File: config.mk
export PLATFORM = sky130hd
export DESIGN_NAME = ysyx_040729_ifu
export DESIGN_NICKNAME = d
export VERILOG_FILES = /design/src/rtl/ysyx_040729_ifu.sv
export SDC_FILE = /design/constraint.sdc
export NUM_CORES = 1
export LEC_CHECK = 0
export ABC_AREA = 1
export CAP_MARGIN = 20
export CELL_PAD_IN_SITES_DETAIL_PLACEMENT = 0
export CELL_PAD_IN_SITES_GLOBAL_PLACEMENT = 1
export CORE_UTILIZATION = 32
export CTS_BUF_LIST = sky130_fd_sc_hd__clkbuf_8
export DETAILED_ROUTE_END_ITERATION = 10
export HOLD_SLACK_MARGIN = 0.12
export PLACE_DENSITY_LB_ADDON = 0.08
export SLEW_MARGIN = 25
export SYNTH_ARGS = -nofsm -noshare
export SYNTH_HDL_FRONTEND = slang
export SYNTH_SLANG_ARGS = --single-unit
File: constraint.sdc
create_clock -name clock -period 1.4 [get_ports clock]
set_input_delay 0.14 -clock clock [delete_from_list [all_inputs] [get_ports clock]]
set_output_delay 0.14 -clock clock [all_outputs]
set_load 0.02 [all_outputs]
File: src/rtl/ysyx_040729_ifu.sv
// Instruction fetch unit: one fetch in flight, valid/ready to imem and to decode.
// Optional IFU_PERF_CNT_EN adds handoff and stall performance counters.
module ysyx_040729_ifu #(
    parameter int                    ADDR_WIDTH = 64,
    parameter int                    INST_WIDTH = 32,
    parameter int                    BUS_WIDTH  = 64,
    parameter logic [ADDR_WIDTH-1:0] RESET_PC   = 64'h8000_0000
) (
    input  logic                  clock,
    input  logic                  reset,
    output logic                  imem_req_valid_o,
    input  logic                  imem_req_ready_i,
    output logic [ADDR_WIDTH-1:0] imem_addr_o,
    input  logic                  imem_resp_valid_i,
    input  logic [BUS_WIDTH-1:0]  imem_resp_data_i,
    output logic                  inst_valid_o,
    input  logic                  inst_ready_i,
    input  logic                  stall_i,
    input  logic [ADDR_WIDTH-1:0] pc_next_i,
    output logic [INST_WIDTH-1:0] instruction_o,
    output logic [ADDR_WIDTH-1:0] pc_o
`ifdef IFU_PERF_CNT_EN
    ,
    output logic [63:0]           perf_fetch_cnt_o,
    output logic [63:0]           perf_stall_cnt_o
`endif
);

    localparam logic [INST_WIDTH-1:0] NOP = 32'h0000_0013;

    // Handshakes: a transfer happens on a rising edge where valid and ready are both 1;
    // while valid is 1 and ready is 0, the presented payload does not change.
    typedef enum logic [1:0] {
        S_BOOT,
        S_REQ,
        S_WAIT,
        S_HOLD
    } state_t;

    state_t                  state_q, state_d;
    logic [ADDR_WIDTH-1:0]   pc_q, pc_d;
    logic [INST_WIDTH-1:0]   inst_q, inst_d;
    logic [ADDR_WIDTH-1:0]   pc_out_q, pc_out_d;
    logic                    valid_q, valid_d;
    logic                    handoff;

    always_comb begin
        state_d  = state_q;
        pc_d     = pc_q;
        inst_d   = inst_q;
        pc_out_d = pc_out_q;
        valid_d  = valid_q;
        handoff  = 1'b0;
        case (state_q)
            S_BOOT: state_d = S_REQ;
            S_REQ: begin
                if (imem_req_ready_i) begin
                    state_d = S_WAIT;
                end
            end
            S_WAIT: begin
                if (imem_resp_valid_i) begin
                    // pc[2] picks which of the two packed instructions in the beat is ours
                    inst_d   = pc_q[2] ? imem_resp_data_i[2*INST_WIDTH-1:INST_WIDTH]
                                       : imem_resp_data_i[INST_WIDTH-1:0];
                    pc_out_d = pc_q;
                    valid_d  = 1'b1;
                    state_d  = S_HOLD;
                end
            end
            S_HOLD: begin
                if (inst_ready_i && !stall_i) begin
                    handoff = 1'b1;
                    pc_d    = pc_next_i;
                    valid_d = 1'b0;
                    state_d = S_REQ;
                end
            end
            default: state_d = S_BOOT;
        endcase
    end

    always_ff @(posedge clock or negedge reset) begin
        if (!reset) begin
            state_q  <= S_BOOT;
            pc_q     <= RESET_PC;
            inst_q   <= NOP;
            pc_out_q <= RESET_PC;
            valid_q  <= 1'b0;
        end else begin
            state_q  <= state_d;
            pc_q     <= pc_d;
            inst_q   <= inst_d;
            pc_out_q <= pc_out_d;
            valid_q  <= valid_d;
        end
    end

    assign imem_req_valid_o = (state_q == S_REQ);
    assign imem_addr_o      = {pc_q[ADDR_WIDTH-1:3], 3'b000};
    assign inst_valid_o     = valid_q;
    assign instruction_o    = inst_q;
    assign pc_o             = pc_out_q;

`ifdef IFU_PERF_CNT_EN
    logic [63:0] fetch_cnt_q, fetch_cnt_d;
    logic [63:0] stall_cnt_q, stall_cnt_d;

    always_comb begin
        fetch_cnt_d = fetch_cnt_q;
        stall_cnt_d = stall_cnt_q;
        if (handoff) begin
            fetch_cnt_d = fetch_cnt_q + 64'd1;
        end
        if (state_q == S_HOLD && stall_i) begin
            stall_cnt_d = stall_cnt_q + 64'd1;
        end
    end

    always_ff @(posedge clock or negedge reset) begin
        if (!reset) begin
            fetch_cnt_q <= 64'd0;
            stall_cnt_q <= 64'd0;
        end else begin
            fetch_cnt_q <= fetch_cnt_d;
            stall_cnt_q <= stall_cnt_d;
        end
    end

    assign perf_fetch_cnt_o = fetch_cnt_q;
    assign perf_stall_cnt_o = stall_cnt_q;
`else
    logic unused_handoff;
    assign unused_handoff = handoff;
`endif

endmodule

==> results of run 1 <==
-- how the worst min path moves through the flow --
stage	from	to	slack, ns	cells past startpoint
after floorplan	reset	inst_valid_o	-0.16	0
after global placement	reset	pc_q[33]	0.03	1
after detailed placement	reset	pc_q[33]	0.02	1
after CTS	imem_resp_data_i[36]	instruction_o[4]	0.18	3
after global routing	imem_resp_data_i[32]	instruction_o[0]	0.19	3
final	imem_resp_data_i[36]	instruction_o[4]	0.23	3
-- through the flow --
stage	cell area, um^2	worst slack (ns)
floorplan	7030	0.131
CTS	10100	-0.0738
global placement	9830	-0.0114
finish	10100	0.00102
detailed placement	9830	-0.0355
global route	10100	-0.0761
-- final cells by class --
class / count / area share
Multi-Input combinational cell: 424 / 0.187
Inverter: 74 / 0.0279
Sequential cell: 163 / 0.403
Clock inverter: 15 / 0.0183
Tap cell: 275 / 0.0339
Clock buffer: 17 / 0.0231
Timing Repair Buffer: 319 / 0.308
-- tightest hold or removal path, delay by kind of cell --
kind / cells / cell delay (ns)
AND/OR/NAND/NOR: 1 / 0.06
AO/OA/AOI/OAI: 1 / 0.07
buffers and inverters: 1 / 0.39
-- logic make-up (layout without fill, tap and decap cells) --
family,Yosys count,count (layout),share of synthesized area
other cells,1,3,0.000534
compound gates,176,176,0.125
buf+inv,179,425,0.155
simple gates,241,241,0.131
flops,163,163,0.581
fa+ha+maj,4,4,0.00712
-- flip-flops by register name, summed over array words and instances, names as in the netlist --
register       count
inst_valid_o       1
instruction_o     32
pc_o              64
pc_q              64
state_q            2
-- power groups by stage --
stage,Clock [mW],Combinational [mW],Sequential [mW]
detailed placement,0,12.3,8.36
CTS,3.85,10.8,8.21
global placement,0,12.3,8.32
floorplan,0,5.69,9.87
global route,4.04,11.8,8.51
finish,3.69,10.8,8.18
-- metal layers --
metal	vias to the layer above	track usage	wire, um	part of all wire
met5	-	0	0	0
met4	0	0.0510	225	0.011
met3	14	0.0609	1530	0.077
met2	169	0.291	9400	0.47
met1	2559	0.231	8780	0.44
li1	2809	-	-	-
-- placed cells by master, fill, tap and decap left out, drive strengths merged --
cell type      instances
ha                     4
a21oi                112
clkinvlp               3
nand4                  2
dfrtp                158
dfstp                  5
clkdlybuf4s15         15
conb                   3
bufinv                 3
nand2                157
nand3                  2
clkinv                 2
buf                   31
nor2                  80
clkdlybuf4s50        132
dlygate4sd3            2
dlygate4sd2          135
inv                   81
clkbuf                21
o21ai                 64
-- repair_timing --
item / in CTS / in global routing
gates resized for setup: 183 / 27
endpoints found under the setup margin: 162 / 106
hold buffers: 2 / 0
endpoints found under the hold margin: 163 / 0
gates cloned: 1 / 1
==> key figures, run 1 <==
STA
  – Setup repair after global routing missed its margin: true
  – Setup Skew: around 0.015 ns
  – Highest clock frequency the design can meet: just over 700 MHz
  – Worst hold margin: around 0.23 ns
  – Aggregate negative setup slack: 0 ns
  – Minimum period implied by the final worst setup slack: ~1.4 ns
  – Final period util: 0.999
  – Count of final setup violators: 0
  – Final Hold Viols: 0
  – Count of final max-slew check failures: 0

Power
  – Switching Share: 0.426
  – Power share of the combinational group: 0.476
  – Total internal power: ~13 mW
  – Max rail drop VDD: between 800 and 900 uV
  – Net Switching: approximately 9.7 mW
  – Sum of internal, switching and leakage power: between 20 and 25 mW
  – Flop pwr share: 0.361
  – Leak: just over 5 nW
  – Cell area power density: 2230 nW/um^2
  – Clock network fraction of design power: 0.163

Drt
  – WL/cell: roughly 15 um
  – Remaining routing DRC violations: 0
  – Final Routed Wirelength: roughly 20000 um
  – Vias/cell: 4.31
  – Final antenna-violating net count: 0
  – Detailed-routing iteration count for the pre-antenna-repair pass: 4
  – Number of DRC markers after the initial detailed-route iteration: ~190
  – Via count: between 5000 and 6000

Synthesis
  – Most instantiated cells after synthesis: 158 x dfrtp_1, 156 x nand2_1, 112 x a21oi_1, 80 x nor2_1, 76 x buf_4
  – Most frequent cell after synthesis: dfrtp_1
  – Share of synthesized area occupied by flip-flops and latches: 0.581
  – Synth cell types: 19
  – Leading cell types by total area after synthesis: dfrtp_1 56%, nand2_1 8.3%, buf_4 8.1%
  – Average size of a mapped cell: between 9 and 10 um^2
  – Share of the synthesized area in the top cell type: 0.563
  – Post-synthesis cell count: around 760
  – Cell accounting for the most synthesized area: dfrtp_1
  – Post-synth EDFFs: 0
  – Asr flop ratio synth: 1.00
  – Yosys warns: 0
  – Cell area after synthesis: approximately 7000 um^2
  – Top_reg_cell synth: dfrtp_1
  – Post-synthesis sequential element count: roughly 160

Cells and area
  – Fillers: about 2100
  – Number of antenna repair diodes: 0
  – Multi-input gate area in the final layout: roughly 1900 um^2
  – Finished Layout Cells: 1287
  – Area of all sequential standard cells: roughly 4100 um^2
  – Relative area change from synthesis to final layout: 44.3%
  – Post-layout utilization of the core: 0.476
  – NumNets Final: ~1100
  – Layout cell share with drive strength beyond 1: 0.0771

Global route
  – Combined global-route utilization of all metal layers: 0.181
  – Pin count of the biggest net entering global routing: 48
  – Antenna violations before repair: 0
  – Vias in the first global route: 5563
  – First-pass GRT wire length: between 30000 and 40000 um
  – Total grt overflow: 0

Clocking
  – Max clock buf depth: 2
  – CTS Buf Count: 17
  – Clock latency on the worst-skew pair: ~0.45 ns
  – Clock slew at the register clock pins of the worst setup and hold paths: 0.10 ns
  – Clock tree from TritonCTS: done
  – Number of post-CTS setup repair buffers: 0
  – TritonCTS sink count: ~160
  – Master cell of the clock root buffer: clkbuf_8
  – Count of H-tree levels built during CTS: 4

Critical path
  – Worst setup path class: flip-flop to flip-flop
  – Cell family with most CP delay: flip-flops
  – Critical-path maximum fanout: 33
  – Buffering stage count on the worst path with inverters included: 2
  – Worst Reg2Reg Path Length in Cells: 6
  – Biggest cell delay along the critical path: about 0.42 ns
  – Critical Path End Type: flip-flop
  – Crit-path cells: inv_1 > ha_2 > nand2_8 > buf_12 > a21oi_1 > a21oi_1
  – Capture point of the worst reg-to-reg path: instruction_o[14]
  – Worst setup slack for register-to-register paths: approximately 0.0010 ns
  – Cell with the largest stage delay on the worst path: dfrtp_1
  – Setup crit end: instruction_o[14]
  – Reg-to-Reg Start: state_q[0]
  – Count of cell instances traversed by the critical path: 6
  – Required time of the critical path: 1.74 ns
  – Arrival time of the worst setup path: around 1.7 ns
  – Crit path launch: state_q[0]
  – Category of the worst setup path launch point: flip-flop
  – Crit path top cell by count: a21oi_1

Place
  – RD Place Congestion: 0.743
  – Dpl hpwl: approximately 14000 um
  – Count of placed standard cells including taps: 1251
  – Count of buffers from port buffering: ~290

Worst hold path
  – Class of the worst hold path: input pin to flip-flop

Die
  – Vertical die dimension: around 150 um
  – Die footprint: around 23000 um^2
  – Row count: between 50 and 60
  – Starting utilization of the core area: 0.330
  – Floorplan Core Area: 21300 um^2
  – Die Span X: 150 um
  – Top-Level Pins: around 300

Run status
  – Run status: finished, final reports clean

Run
  – Count of maximum capacitance violations: 0
No activity file was read; power rests on OpenSTA's default activity.
==> run 2: changes to the inputs <==
ABC_CLOCK_PERIOD_IN_PS = 1800   (was unset)
CORE_UTILIZATION = 34   (was 32)
clock period = 1.8 ns   (was 1.4 ns; I/O delays follow)
==> run 2 against run 1 <==
Effect of this change:
- cell area down 0.78%
- critical path depth shrank 5
- critical endpoint is now imem_addr_o[49]
- die area is 5.8% lower
- total power decreased by 20%
- sequential power decreased by 22%
- non-clock buffer count is 14 lower
- critical path type is now flip-flop to output pin
- clock skew decreased by 0.0066 ns
==> key figures, run 2 (synthesized netlist as in run 1, its figures left out) <==
Power
  – Total internal power: 10.8 mW (-17%)
  – Cell area power density: 1800 nW/um^2 (-19%)
  – Power share of the combinational group: 0.508 (+0.032)
  – Clock network fraction of design power: 0.139 (-0.024)
  – Net Switching: 7.41 mW (-23%)
  – Switching Share: 0.408 (-0.0185)
  – Sum of internal, switching and leakage power: 18.2 mW (-20%)
  – Max rail drop VDD: 825 uV (+0.21%)
  – Flop pwr share: 0.352 (-0.009)
  – Leak: 4.76 nW (-5.8%)

Clocking
  – Clock tree from TritonCTS: done
  – Count of H-tree levels built during CTS: 4 (unchanged)
  – Master cell of the clock root buffer: clkbuf_8
  – Number of post-CTS setup repair buffers: 0 (unchanged)
  – TritonCTS sink count: 163 (unchanged)
  – Clock slew at the register clock pins of the worst setup and hold paths: 0.09 ns (about the same)
  – Max clock buf depth: 2 (unchanged)
  – CTS Buf Count: 17 (unchanged)
  – Clock latency on the worst-skew pair: 0.45 ns (about the same)

Cells and area
  – Post-layout utilization of the core: 0.497 (+0.0209)
  – Layout cell share with drive strength beyond 1: 0.0521 (-0.0250)
  – NumNets Final: 1123 (-1.2%)
  – Leading cell type in the layout, fill and taps excluded: clkdlybuf4s50_1
  – Number of antenna repair diodes: 0 (unchanged)
  – Relative area change from synthesis to final layout: 43.2%
  – Most used cells in the layout excluding fill and tap cells: 285 x clkdlybuf4s50_1, 158 x dfrtp_1, 156 x nand2_1, 112 x a21oi_1, 80 x nor2_1

Place
  – Count of buffers from port buffering: 292 (unchanged)
  – Pre-CTS WS: 0.280 ns (+0.316 ns)
  – RD Place Congestion: 0.764 (+2.8%)
  – Dpl hpwl: 12900 um (-7.6%)

STA
  – Highest clock frequency the design can meet: a little over 600 MHz
  – Aggregate negative setup slack: 0 ns (unchanged)
  – Setup repair after global routing missed its margin: false
  – Minimum period implied by the final worst setup slack: about 1.6 ns
  – Final Hold Viols: 0 (unchanged)
  – Final period util: 0.914
  – Count of final max-slew check failures: 0 (unchanged)
  – Setup Skew: 0.00793 ns (-0.00663 ns)
  – Final setup slack of the worst path: 0.155 ns (+0.153 ns)
  – Worst hold margin: 0.191 ns (-0.0341 ns)
  – Count of final setup violators: 0 (unchanged)

Die
  – Starting utilization of the core area: 0.347 (+0.0172)
  – Top-Level Pins: 296 (unchanged)
  – Die Span X: 146 um (-2.9%)
  – Floorplan Core Area: 20200 um^2 (-4.9%)
  – Vertical die dimension: 146 um (-2.9%)
  – Row count: 52 (-1.9%)
  – Die footprint: 21200 um^2 (-5.8%)

Run
  – Count of maximum capacitance violations: 0 (unchanged)

Critical path
  – Biggest cell delay along the critical path: 0.64 ns (+0.22 ns)
  – Crit-path cells: clkdlybuf4s50_1
  – Buffering stage count on the worst path with inverters included: 1 (-1)
  – Arrival time of the worst setup path: 1.47 ns (-0.27 ns)
  – Critical Path End Type: output pin
  – Category of the worst setup path launch point: flip-flop
  – Worst setup slack for register-to-register paths: 0.28 ns (+0.28 ns)
  – Required time of the critical path: 1.62 ns (-0.12 ns)
  – Cell with the largest stage delay on the worst path: clkdlybuf4s50_1
  – Worst setup path class: flip-flop to output pin
  – Critical-path maximum fanout: 3 (-91%)
  – Cell family with most CP delay: buffers and inverters

Worst hold path
  – Class of the worst hold path: input pin to async pin

Drt
  – Final antenna-violating net count: 0 (unchanged)
  – WL/cell: 14.8 um (-4.8%)
  – Number of DRC markers after the initial detailed-route iteration: 201 (+7.5%)
  – Final Routed Wirelength: 18700 um (-6.2%)
  – Vias/cell: 4.38 (+1.6%)
  – Remaining routing DRC violations: 0 (unchanged)
  – Via count: 5559 (+0.14%)
  – Detailed-routing iteration count for the pre-antenna-repair pass: 4 (unchanged)

Global route
  – First-pass GRT wire length: 30200 um (-3.1%)
  – Vias in the first global route: 5418 (-2.6%)
  – Pin count of the biggest net entering global routing: 84 (+75%)
  – Combined global-route utilization of all metal layers: 0.182 (+0.00118)
  – Antenna violations before repair: 0 (unchanged)
  – Total grt overflow: 0 (unchanged)

Run status
  – Run status: finished, final reports clean
-- run 2: cell count changes in the layout (fill, tap and decap cells not counted), sizes merged, moves of 2 or more --
cell	delta
bufinv	-2
buf	-18
dlygate4sd2	-130
clkdlybuf4s15	-15
clkbuf	-4
clkdlybuf4s50	+153
-- run 2: stage by stage --
step	instances	cell area, um^2
after detailed placement	1235	9690
after CTS	1268	10100
after global routing	1268	10100
after floorplan	766	7030
after global placement	1235	9690
final	1268	10100
-- run 2: cell type report --
type	instances	area, um^2
multi-input cells	424	1870
flip-flops and latches	163	4090
repair buffers	305	3120
clock inverters	15	134
well taps	270	338
fillers	1974	10200
inverters	74	278
clock buffers	17	234
-- run 2: power groups by stage --
stage	logic (mW)	clock network (mW)	registers (mW)
finish	9.23	2.53	6.40
global route	10.0	2.81	6.67
CTS	9.38	2.65	6.42
detailed placement	9.40	0	6.48
global placement	9.35	0	6.44
floorplan	4.42	0	7.68
-- run 2: timing repair --
action                                  4_1_cts  5_1_grt
cloned                                        0        0
hold buffers                                  1        0
endpoints found under the setup margin        5        1
gates resized for setup                       5        1
hold endpoints to repair                    161        0
-- run 2: worst paths after layout --
path / endpoint / startpoint / cells after the start
max in group asynchronous: instruction_o[4] / reset / 3
worst min register to register: pc_o[31] / pc_o[31] / 2
worst max-delay path: imem_addr_o[49] / pc_q[49] / 1
min in group clock: pc_q[62] / pc_next_i[62] / 3
worst max register to register: pc_o[2] / state_q[0] / 6
worst min-delay path: pc_o[33] / reset / 2
-- run 2: metal layers --
metal	vias to the layer above	part of all wire	GRT usage
li1	2768	-	-
met1	2593	0.44	0.237
met2	184	0.47	0.290
met3	14	0.073	0.0558
met4	0	0.013	0.0579
met5	-	0	0
==> run 3: changes to the inputs <==
TNS_END_PERCENT = 5   (was unset)
==> results of run 3 <==
Final layout, timing and power as in run 2 (identical DEF).
